--- src/rtl/rot_period_monitor_if.sv ---
// rot_period_monitor_if: word stream in, period/checksum status out for the period monitor.
interface rot_period_monitor_if #(
  parameter int W = 8,
  parameter int CNT_W = 16
);
  logic [W-1:0] __in0;
  logic en;
  logic clear;
  logic [CNT_W-1:0] period;
  logic period_valid;
  logic [W-1:0] checksum;
  logic mismatch;
  logic overflow;
  logic [1:0] state;
  modport master (
    output __in0, en, clear,
    input period, period_valid, checksum, mismatch, overflow, state
  );
  modport slave (
    input __in0, en, clear,
    output period, period_valid, checksum, mismatch, overflow, state
  );
endinterface

--- src/rtl/rot_period_monitor.sv ---
// rot_period_monitor: locks onto the first word, measures its recurrence period and per-period XOR checksum.
module rot_period_monitor #(
  parameter int W = 8,
  parameter int CNT_W = 16
) (
  input logic clk,
  input logic rst,
  rot_period_monitor_if.slave m
);
  typedef enum logic [1:0] {IDLE = 2'd0, ARMED = 2'd1, LOCKED = 2'd2, OVF = 2'd3} state_t;
  localparam logic [CNT_W-1:0] MAX_CNT = '1;
  state_t state_q, state_d;
  logic [W-1:0] ref_q, ref_d, acc_q, acc_d, checksum_q, checksum_d;
  logic [CNT_W-1:0] count_q, count_d, period_q, period_d;
  logic period_valid_q, period_valid_d, mismatch_q, mismatch_d, overflow_q, overflow_d;
  logic [W-1:0] w;
  assign w = m.__in0;
  always_comb begin
    state_d = state_q;
    ref_d = ref_q;
    acc_d = acc_q;
    checksum_d = checksum_q;
    count_d = count_q;
    period_d = period_q;
    period_valid_d = period_valid_q;
    mismatch_d = mismatch_q;
    overflow_d = overflow_q;
    if (m.clear) begin
      state_d = IDLE;
      ref_d = '0;
      acc_d = '0;
      checksum_d = '0;
      count_d = '0;
      period_d = '0;
      period_valid_d = 1'b0;
      mismatch_d = 1'b0;
      overflow_d = 1'b0;
    end else if (m.en) begin
      case (state_q)
        IDLE: begin
          ref_d = w;
          count_d = CNT_W'(1);
          acc_d = w;
          state_d = ARMED;
        end
        ARMED, LOCKED: begin
          if (w == ref_q) begin
            if (state_q == ARMED) begin
              period_d = count_q;
              period_valid_d = 1'b1;
              state_d = LOCKED;
            end else if (count_q != period_q) begin
              mismatch_d = 1'b1;
            end
            checksum_d = acc_q;
            count_d = CNT_W'(1);
            acc_d = w;
          end else if (count_q == MAX_CNT) begin
            state_d = OVF;
            overflow_d = 1'b1;
          end else begin
            count_d = count_q + CNT_W'(1);
            acc_d = acc_q ^ w;
          end
        end
        default: ;
      endcase
    end
  end
  always_ff @(posedge clk) begin
    if (rst) begin
      state_q <= IDLE;
      ref_q <= '0;
      acc_q <= '0;
      checksum_q <= '0;
      count_q <= '0;
      period_q <= '0;
      period_valid_q <= 1'b0;
      mismatch_q <= 1'b0;
      overflow_q <= 1'b0;
    end else begin
      state_q <= state_d;
      ref_q <= ref_d;
      acc_q <= acc_d;
      checksum_q <= checksum_d;
      count_q <= count_d;
      period_q <= period_d;
      period_valid_q <= period_valid_d;
      mismatch_q <= mismatch_d;
      overflow_q <= overflow_d;
    end
  end
  assign m.period = period_q;
  assign m.period_valid = period_valid_q;
  assign m.checksum = checksum_q;
  assign m.mismatch = mismatch_q;
  assign m.overflow = overflow_q;
  assign m.state = state_q;
endmodule

--- src/flat_wrapper.sv ---
// flat-port wrapper written by rule: the top's interface ports become plain ports
module rot_period_monitor_flat 
#(
  parameter int W = 8,
  parameter int CNT_W = 16
)
  (clk, rst, m___in0, m_en, m_clear, m_period, m_period_valid, m_checksum, m_mismatch, m_overflow, m_state);
  rot_period_monitor_if #(.W(W), .CNT_W(CNT_W)) m_i ();
  input logic clk;
  input logic rst;
  input wire logic [$bits(m_i.__in0)-1:0] m___in0;
  input wire logic [$bits(m_i.en)-1:0] m_en;
  input wire logic [$bits(m_i.clear)-1:0] m_clear;
  output wire logic [$bits(m_i.period)-1:0] m_period;
  output wire logic [$bits(m_i.period_valid)-1:0] m_period_valid;
  output wire logic [$bits(m_i.checksum)-1:0] m_checksum;
  output wire logic [$bits(m_i.mismatch)-1:0] m_mismatch;
  output wire logic [$bits(m_i.overflow)-1:0] m_overflow;
  output wire logic [$bits(m_i.state)-1:0] m_state;
  assign m_i.__in0 = m___in0;
  assign m_i.en = m_en;
  assign m_i.clear = m_clear;
  assign m_period = m_i.period;
  assign m_period_valid = m_i.period_valid;
  assign m_checksum = m_i.checksum;
  assign m_mismatch = m_i.mismatch;
  assign m_overflow = m_i.overflow;
  assign m_state = m_i.state;
  rot_period_monitor #(.W(W), .CNT_W(CNT_W)) u_core (.clk(clk), .rst(rst), .m(m_i));
endmodule
--- config.mk ---
export PLATFORM = sky130hd
export DESIGN_NAME = rot_period_monitor_flat
export DESIGN_NICKNAME = d
export VERILOG_FILES = /design/src/rtl/rot_period_monitor_if.sv /design/src/rtl/rot_period_monitor.sv /design/src/flat_wrapper.sv
export SDC_FILE = /design/constraint.sdc
export NUM_CORES = 1
export LEC_CHECK = 0
export CORE_MARGIN = 5
export CORE_UTILIZATION = 41
export CTS_CLUSTER_DIAMETER = 100
export CTS_CLUSTER_SIZE = 8
export DETAILED_ROUTE_END_ITERATION = 8
export PLACE_DENSITY = 0.62
export SYNTH_ARGS = -nofsm -noshare
export SYNTH_HDL_FRONTEND = slang
export SYNTH_SLANG_ARGS = --single-unit
--- constraint.sdc ---
create_clock -name clk -period 3 [get_ports clk]
set_input_delay 0.3 -clock clk [delete_from_list [all_inputs] [get_ports clk]]
set_output_delay 0.3 -clock clk [all_outputs]
set_load 0.1 [all_outputs]
# Word-level counts from Yosys, hierarchy flattened

Index checks and enable logic that the tools add are counted.

Add/subtract/negate cells: 1
Equality and inequality tests: 8
Multiplexer cells: 10
Bitwise gates (word level): 3
Reduce and logical (&&, ||, !) cells: 11

Operators with widths:

| operator              | number |
|---|---|
| $mux 16               | 2 |
| $pmux 16 s2           | 1 |
| $add 16x1->16 const B | 1 |
| $eq 16x16->1 const B  | 1 |
| $mux 8                | 2 |
| $ne 16x16->1          | 1 |
| $pmux 8 s2            | 1 |
| $reduce_and 4->1      | 3 |
| $eq 8x8->1            | 1 |
| $xor 8x8->8           | 1 |
| $mux 2                | 3 |
| $reduce_and 3->1      | 2 |
| $reduce_and 5->1      | 1 |
| $pmux 2 s2            | 1 |
| $reduce_or 2->1       | 2 |
| $ne 3x1->1 const B    | 1 |
| $ne 3x2->1 const B    | 1 |
| $ne 3x3->1 const B    | 1 |
| $eq 2x1->1 const B    | 1 |
| $eq 2x2->1 const B    | 1 |
| $logic_not 2->1       | 1 |
| $not 1->1             | 2 |
| $reduce_and 2->1      | 1 |
| $reduce_bool 2->1     | 1 |

Bits in registers: 61
Output and inout bits: 29

# Depth between registers and ports, before layout

Gate-level depths: netlist of run 1.

Depth in word-level cells: 4
Gate-level depth with buffers: 9
Depth with buffers taken out: 6

# Worst setup path before layout of run 1

No wires, ideal clock.

Path type: register to register
From: reg u_core.state_q[0], in the netlist u_core.m.state[0]
To: reg u_core.acc_q[2]
Arrival: 2.576 ns
Required time: 2.926 ns
Path slack: 0.350 ns
Stages on the path, launching flop included: 8
Path buffers: 1
Cell sequence: dfxtp_1 inv_1 ha_1 inv_1 a21oi_1 clkbuf_1 nand3b_1 a31oi_1

Cells in the longest elaborated chain, start to end: 4

RTL lines:

| element                                                          | line                     | text |
|---|---|---|
| from (decl)                                                      | rot_period_monitor.sv:12 | `state_t state_q, state_d;` |
| from (signal assigned)                                           | rot_period_monitor.sv:82 | `state_q <= state_d;` |
| $eq 2x2->1 / $eq 2x1->1 (equally long branches)                  | rot_period_monitor.sv:39 | `case (state_q)` |
| $reduce_or 2->1                                                  | rot_period_monitor.sv:39 |  |
| $ne 3x2->1 (no line) / $reduce_bool 2->1 (equally long branches) | -                        |  |
| $reduce_and 3->1 (no line)                                       | -                        |  |
| to (signal assigned)                                             | rot_period_monitor.sv:74 | `acc_q <= '0;` |
| to (signal assigned)                                             | rot_period_monitor.sv:84 | `acc_q <= acc_d;` |
| to (decl)                                                        | rot_period_monitor.sv:13 | `logic [W-1:0] ref_q, ref_d, acc_q, acc_d, checksum_q, checksum_d;` |

Parallel ways exist; a longest one is shown, timed or not.
A chain may end at the register's enable or synchronous reset.

# Final worst setup path of run 1

From: reg u_core.count_q[1]
To: reg u_core.count_q[13]

Cells in the longest elaborated chain, start to end: 4

RTL lines:

| element                | line                     | text |
|---|---|---|
| from (decl)            | rot_period_monitor.sv:14 | `logic [CNT_W-1:0] count_q, count_d, period_q, period_d;` |
| from (signal assigned) | rot_period_monitor.sv:86 | `count_q <= count_d;` |
| $add 16x1->16          | rot_period_monitor.sv:62 | `count_d = count_q + CNT_W'(1);` |
| $mux 16                | rot_period_monitor.sv:58 | `end else if (count_q == MAX_CNT) begin` |
| $mux 16                | rot_period_monitor.sv:47 | `if (w == ref_q) begin` |
| $pmux 16 s2            | rot_period_monitor.sv:39 |  |

Parallel ways exist; a longest one is shown, timed or not. The select of a mux whose other input is x is not followed.

==> reports/metrics.cfg, run 1 <==
[routing]
drc_errors=0
wire_per_inst_microns=16.3
via_count=3019
dr.pass1.iters=5
totalWireLength_mm=8.63
drt_iter0_drc=226
routed_via_density=5.69
ant_nets=0

[synth]
syn_nets=410
synth_area_sq_um=3190
ys_warn_count=0
synth_cells=393
synth_area_per_cell_sq_um=8.12
synth.yosys.seq_area_share_pct=38.3
ys_types=48
ys_ff_latch=61

[final_layout]
finalNonFillerCells=531
synthToLayoutAreaGrowth_pct=18.3
final_common_cell=dfxtp_1
final_nets=443
layout_common_cells=dfxtp_1, buf_4, a21oi_1
postLayoutCellArea_sq_um=3780
antennaDiodeCount=0
drive_gt1_share_pct=15.4

[grt]
antenna_found_initial=0
grt_pass1_vias=2879
grt_use_total_pct=18.4
grt_pass1_wl_mm=14.4
grt_max_degree=32
gr-total-overflow=0

[floorplan]
fp.dieW_microns=98.2
die_area_sq_um=9650
io_pins=41
initial_core_util_pct=41.7
rows=32
core-area_sq_um=7650
die_y_microns=98.2

[placement]
gp_congestion=0.876
placed_area_sq_um=3630
hpwl_mm=5.94
dp.cells=517
port_buffers=40

[cts]
insertion_delay_ns=0.34
cts_setup_buffers=0
ctsResizeCount=0
cts_hold_buf=0
clockBufferDepth=2
numCtsBuffers=9
cts_max_level=3
path_clk_slew_ns=0.06
cts_tree=built
cts-root-buf=clkbuf_8
cts_sinks=61

[sta]
setup_viol_count_final=0
finalSetupTns_ns=0
fmax_mhz=404
slew_headroom_pct=35.2
slew_viol_final=0
min_period_ns=2.47
hold_violations=0
tightestPinTransition_ns=0.969
grt_setup_unrepaired=no
fin_crit_sh_pct=82.5
skew_ns=0.00582
whs_ns=0.461

[power_and_ir_drop]
leakage_nw=1.44
p_per_area_nw_per_um2=412
ir_drop_mv=0.301
total_power_mw=1.56

[critical_path]
critPathLaunchType=flop
worst_ep_arrival_time_ns=2.71
crit_required_ns=3.23
cp_max_fo=13
critPathKind=flop to flop
end_kind=flop

[outcome]
status=completed

[run]
maxCapViolCount=0

[worst_hold_path]
min_path_type=flop to flop

registers in the layout, indices dropped and copies added, names as in the netlist:
register and count:
u_core.count_q 16, u_core.m.period 16, u_core.acc_q 8, u_core.m.checksum 8, u_core.ref_q 8, u_core.m.state 2
u_core.m.mismatch 1, u_core.m.overflow 1, u_core.m.period_valid 1
per-layer routing:
layer / vias to the layer above / GRT usage, % / part of all wire (%)
met1: 1405 / 23.4 / 45
li1: 1500 / - / -
met5: - / 0 / 0
met4: 0 / 5.99 / 2.3
met2: 100 / 28.9 / 46
met3: 14 / 6.79 / 6.8
worst paths after layout:
check | slack (ns) | endpoint | cells past startpoint | start
worst max-delay path | 0.53 | u_core.count_q[13] | 5 | u_core.count_q[1]
worst min-delay path | 0.46 | u_core.m.period_valid | 2 | u_core.m.period_valid
worst max register to register | 0.53 | u_core.count_q[13] | 5 | u_core.count_q[1]
worst min register to register | 0.46 | u_core.m.period_valid | 2 | u_core.m.period_valid
power breakdown:
group	internal [mW]	switching (mW)
Combinational	0.0479	0.0827
Sequential	0.818	0.00810
Clock	0.286	0.312
Total	1.15	0.403
worst max-delay path, cell delays in order, from the launching register on:
cell and delay, ns:
dfxtp_1 0.44, ha_1 0.25, nand3_1 0.23, or4_1 0.86, o211a_1 0.33, o221a_2 0.26
cells in the mapped netlist, drive strengths merged:
cell,instances,area (sq um)
o221a,2,22.5
mux2i,10,100
a21oi,42,214
inv,5,18.8
clkbuf,24,91.3
buf,12,75.1
nand2,37,139
o41ai,1,8.76
o31ai,3,22.5
or2,1,6.26
o21bai,1,7.51
a31oi,16,100
nand4,10,62.6
nand3,37,185
o21a,1,7.51
nand2b,1,6.26
ha,5,62.6
xor2,24,210
dfxtp,61,1220
and4,2,17.5
a31o,2,17.5
and3,12,75.1
o21ai,8,43.8
a32o,1,10.0
a221oi,2,17.5
nand4b,1,8.76
nor2b,1,6.26
and2,1,6.26
a211oi,1,7.51
nor2,25,93.8
nor4,9,56.3
a21o,1,7.51
or4,11,86.3
nor3,4,31.3
o211a,1,10.0
o211ai,8,60.1
nand3b,8,60.1
or3,1,6.26
a311oi,1,8.76
cells by family after synthesis:
family,Yosys count,synth area share [%]
XOR/XNOR,24,6.59
AND/OR/NAND/NOR,161,26.5
adder cells (fa/ha/maj),5,1.96
multiplexers,10,3.14
flip-flops,61,38.3
AO/OA/AOI/OAI,91,17.7
buffers and inverters,41,5.80
cell type report:
type	count	area, sq um
Clock buffer	11	131
Clock inverter	3	15.0
Fill cell	763	3870
Inverter	5	18.8
Multi-Input combinational cell	291	1790
Sequential cell	61	1220
Tap cell	102	128
Timing Repair Buffer	58	470
stage by stage:
| step | utilization, % | setup WS [ns] |
|---|---|---|
| finish | 49.4 | 0.526 |
| global route | 49.4 | 0.395 |
| detailed placement | 47.5 | 0.263 |
| floorplan | - | 0.350 |
| CTS | 49.4 | 0.571 |
| global placement | 47.5 | 0.298 |
(Power assumes the default switching activity.)
==> run 2: changes to the inputs <==
==> constraint.sdc (replaced) <==
create_clock -name clk -period 2.49 [get_ports clk]
set_input_delay 0.249 -clock clk [delete_from_list [all_inputs] [get_ports clk]]
set_output_delay 0.249 -clock clk [all_outputs]
set_load 0.1 [all_outputs]
==> run 2 against run 1 <==
Compared with the run above: core utilization grew 1.9 points; final cell count grew 2.6%; non-clock buffer count grew 13; combinational power grew 27%; global-route usage grew 0.051 points; hold slack lost 0.0087 ns; wire length grew 0.87%; setup slack lost 0.20 ns; count of clock-buffer cells in the layout grew 3; sequential cell count is the same; final area grew 3.9%; critical path type is now input port to flop.
==> reports/metrics.cfg, run 2 (synthesized netlist as in run 1, its figures left out) <==
[outcome]
status=completed

[final_layout]
postLayoutCellArea_sq_um=3930
utilization_pct=51.3
drive_gt1_share_pct=19.2
layout_common_cells=dfxtp_1, buf_4, a21oi_1
final_common_cell=dfxtp_1
final_nets=456
antennaDiodeCount=0
synthToLayoutAreaGrowth_pct=23.0

[worst_hold_path]
worstHoldPathCells=2
hold_start=u_core.m.period_valid
min_path_type=flop to flop
hold_end=u_core.m.period_valid

[critical_path]
r2r_slack_ns=0.35
timing.rr.start=u_core.ref_q[1]
regToRegEndpoint=u_core.m.period[8]
cp_max_fo=18
critPathKind=input port to flop
critPathLaunchType=input port
crit_required_ns=2.72
end_kind=flop
ff2ff_path_depth=4
worst_ep_arrival_time_ns=2.39

[power_and_ir_drop]
p_per_area_nw_per_um2=505
power.internal_mw=1.49
clkPwrFrac_pct=41.3
ir_drop_mv=0.299
switching_share_pct=24.8
total_power_mw=1.98
leakage_nw=1.53
p_seq_share_pct=50.3
pwr-share-comb_pct=8.4
p_sw_uw=492

[floorplan]
core-area_sq_um=7650
die_area_sq_um=9650
die_y_microns=98.2
rows=32
io_pins=41
initial_core_util_pct=41.7
fp.dieW_microns=98.2

[routing]
ant_nets=0
dr.pass1.iters=4
drt_iter0_drc=244
drc_errors=0
wire_per_inst_microns=16.0
routed_via_density=5.65
totalWireLength_mm=8.71
via_count=3080

[sta]
hold_violations=0
grt_setup_unrepaired=no
tightestPinTransition_ns=0.574
fmax_mhz=462
skew_ns=0.0108
fin_crit_sh_pct=86.9
min_period_ns=2.16
slew_headroom_pct=61.8
slew_viol_final=0
setup_viol_count_final=0

[placement]
gp_congestion=0.907
placed_area_sq_um=3750
hpwl_mm=6.03
port_buffers=40

[cts]
path_clk_slew_ns=0.06
numCtsBuffers=9
cts_max_level=3
cts_hold_buf=0
cts_tree=built
clockBufferDepth=2
cts-root-buf=clkbuf_8
insertion_delay_ns=0.34
ctsResizeCount=0
cts_sinks=61
cts_setup_buffers=0

[grt]
grt_pass1_vias=2936
grt_use_total_pct=18.4
grt_max_degree=31
grt_pass1_wl_mm=14.5
gr-total-overflow=0
antenna_found_initial=0

[run]
maxCapViolCount=0

==> run 2: worst max path at each step <==
stage	startpoint	to	slack (ns)	cells past startpoint
after global routing	m___in0[1]	u_core.m.period[1]	0.27	8
after global placement	m___in0[1]	u_core.m.period[8]	0.01	5
after detailed placement	m___in0[1]	u_core.m.period[8]	-0.02	5
after floorplan	u_core.m.state[0]	u_core.acc_q[2]	0.21	7
after CTS	m___in0[1]	u_core.m.period[8]	0.35	5
final	m___in0[1]	u_core.m.period[8]	0.33	5
==> run 2: through the flow <==
| stage | std cells | worst slack [ns] | hold WS [ns] | TNS (ns) |
|---|---|---|---|---|
| finish | 545 | 0.326 | 0.452 | 0 |
| global route | 545 | 0.272 | 0.490 | 0 |
| CTS | 545 | 0.346 | 0.455 | 0 |
| detailed placement | 530 | -0.0154 | 0.444 | -0.0154 |
| global placement | 530 | 0.0118 | 0.445 | 0 |
| floorplan | 393 | 0.214 | 0.396 | 0 |
==> run 2: metal layers <==
metal,wire length (microns),global-route usage (%),vias up
li1,-,-,1524
met1,3990,22.9,1454
met2,4120,30.9,91
met4,121,6.51,0
met5,0,0,-
met3,468,4.79,11
==> run 2: power by group through the flow <==
stage	logic, mW	registers [mW]	clock network (mW)
after global routing	0.181	0.996	0.883
after floorplan	0.0838	1.02	0
after CTS	0.167	0.995	0.837
after global placement	0.163	1.02	0
after detailed placement	0.167	1.02	0
final	0.167	0.996	0.818
==> run 2: area by class of cell <==
class | count | area, sq um
clock buffer | 14 | 173
multi-input combinational | 291 | 1790
fill | 729 | 3720
clock inverter | 1 | 5.00
sequential | 61 | 1220
inverter | 5 | 18.8
timing repair buffer | 71 | 586
tap | 102 | 128
==> run 2: worst max-delay path, stage by stage <==
cell             delay (ns)
clkdlybuf4s50_1        0.44
xor2_1                 0.17
or4_1                  0.56
or4_4                  0.67
a31o_2                 0.29
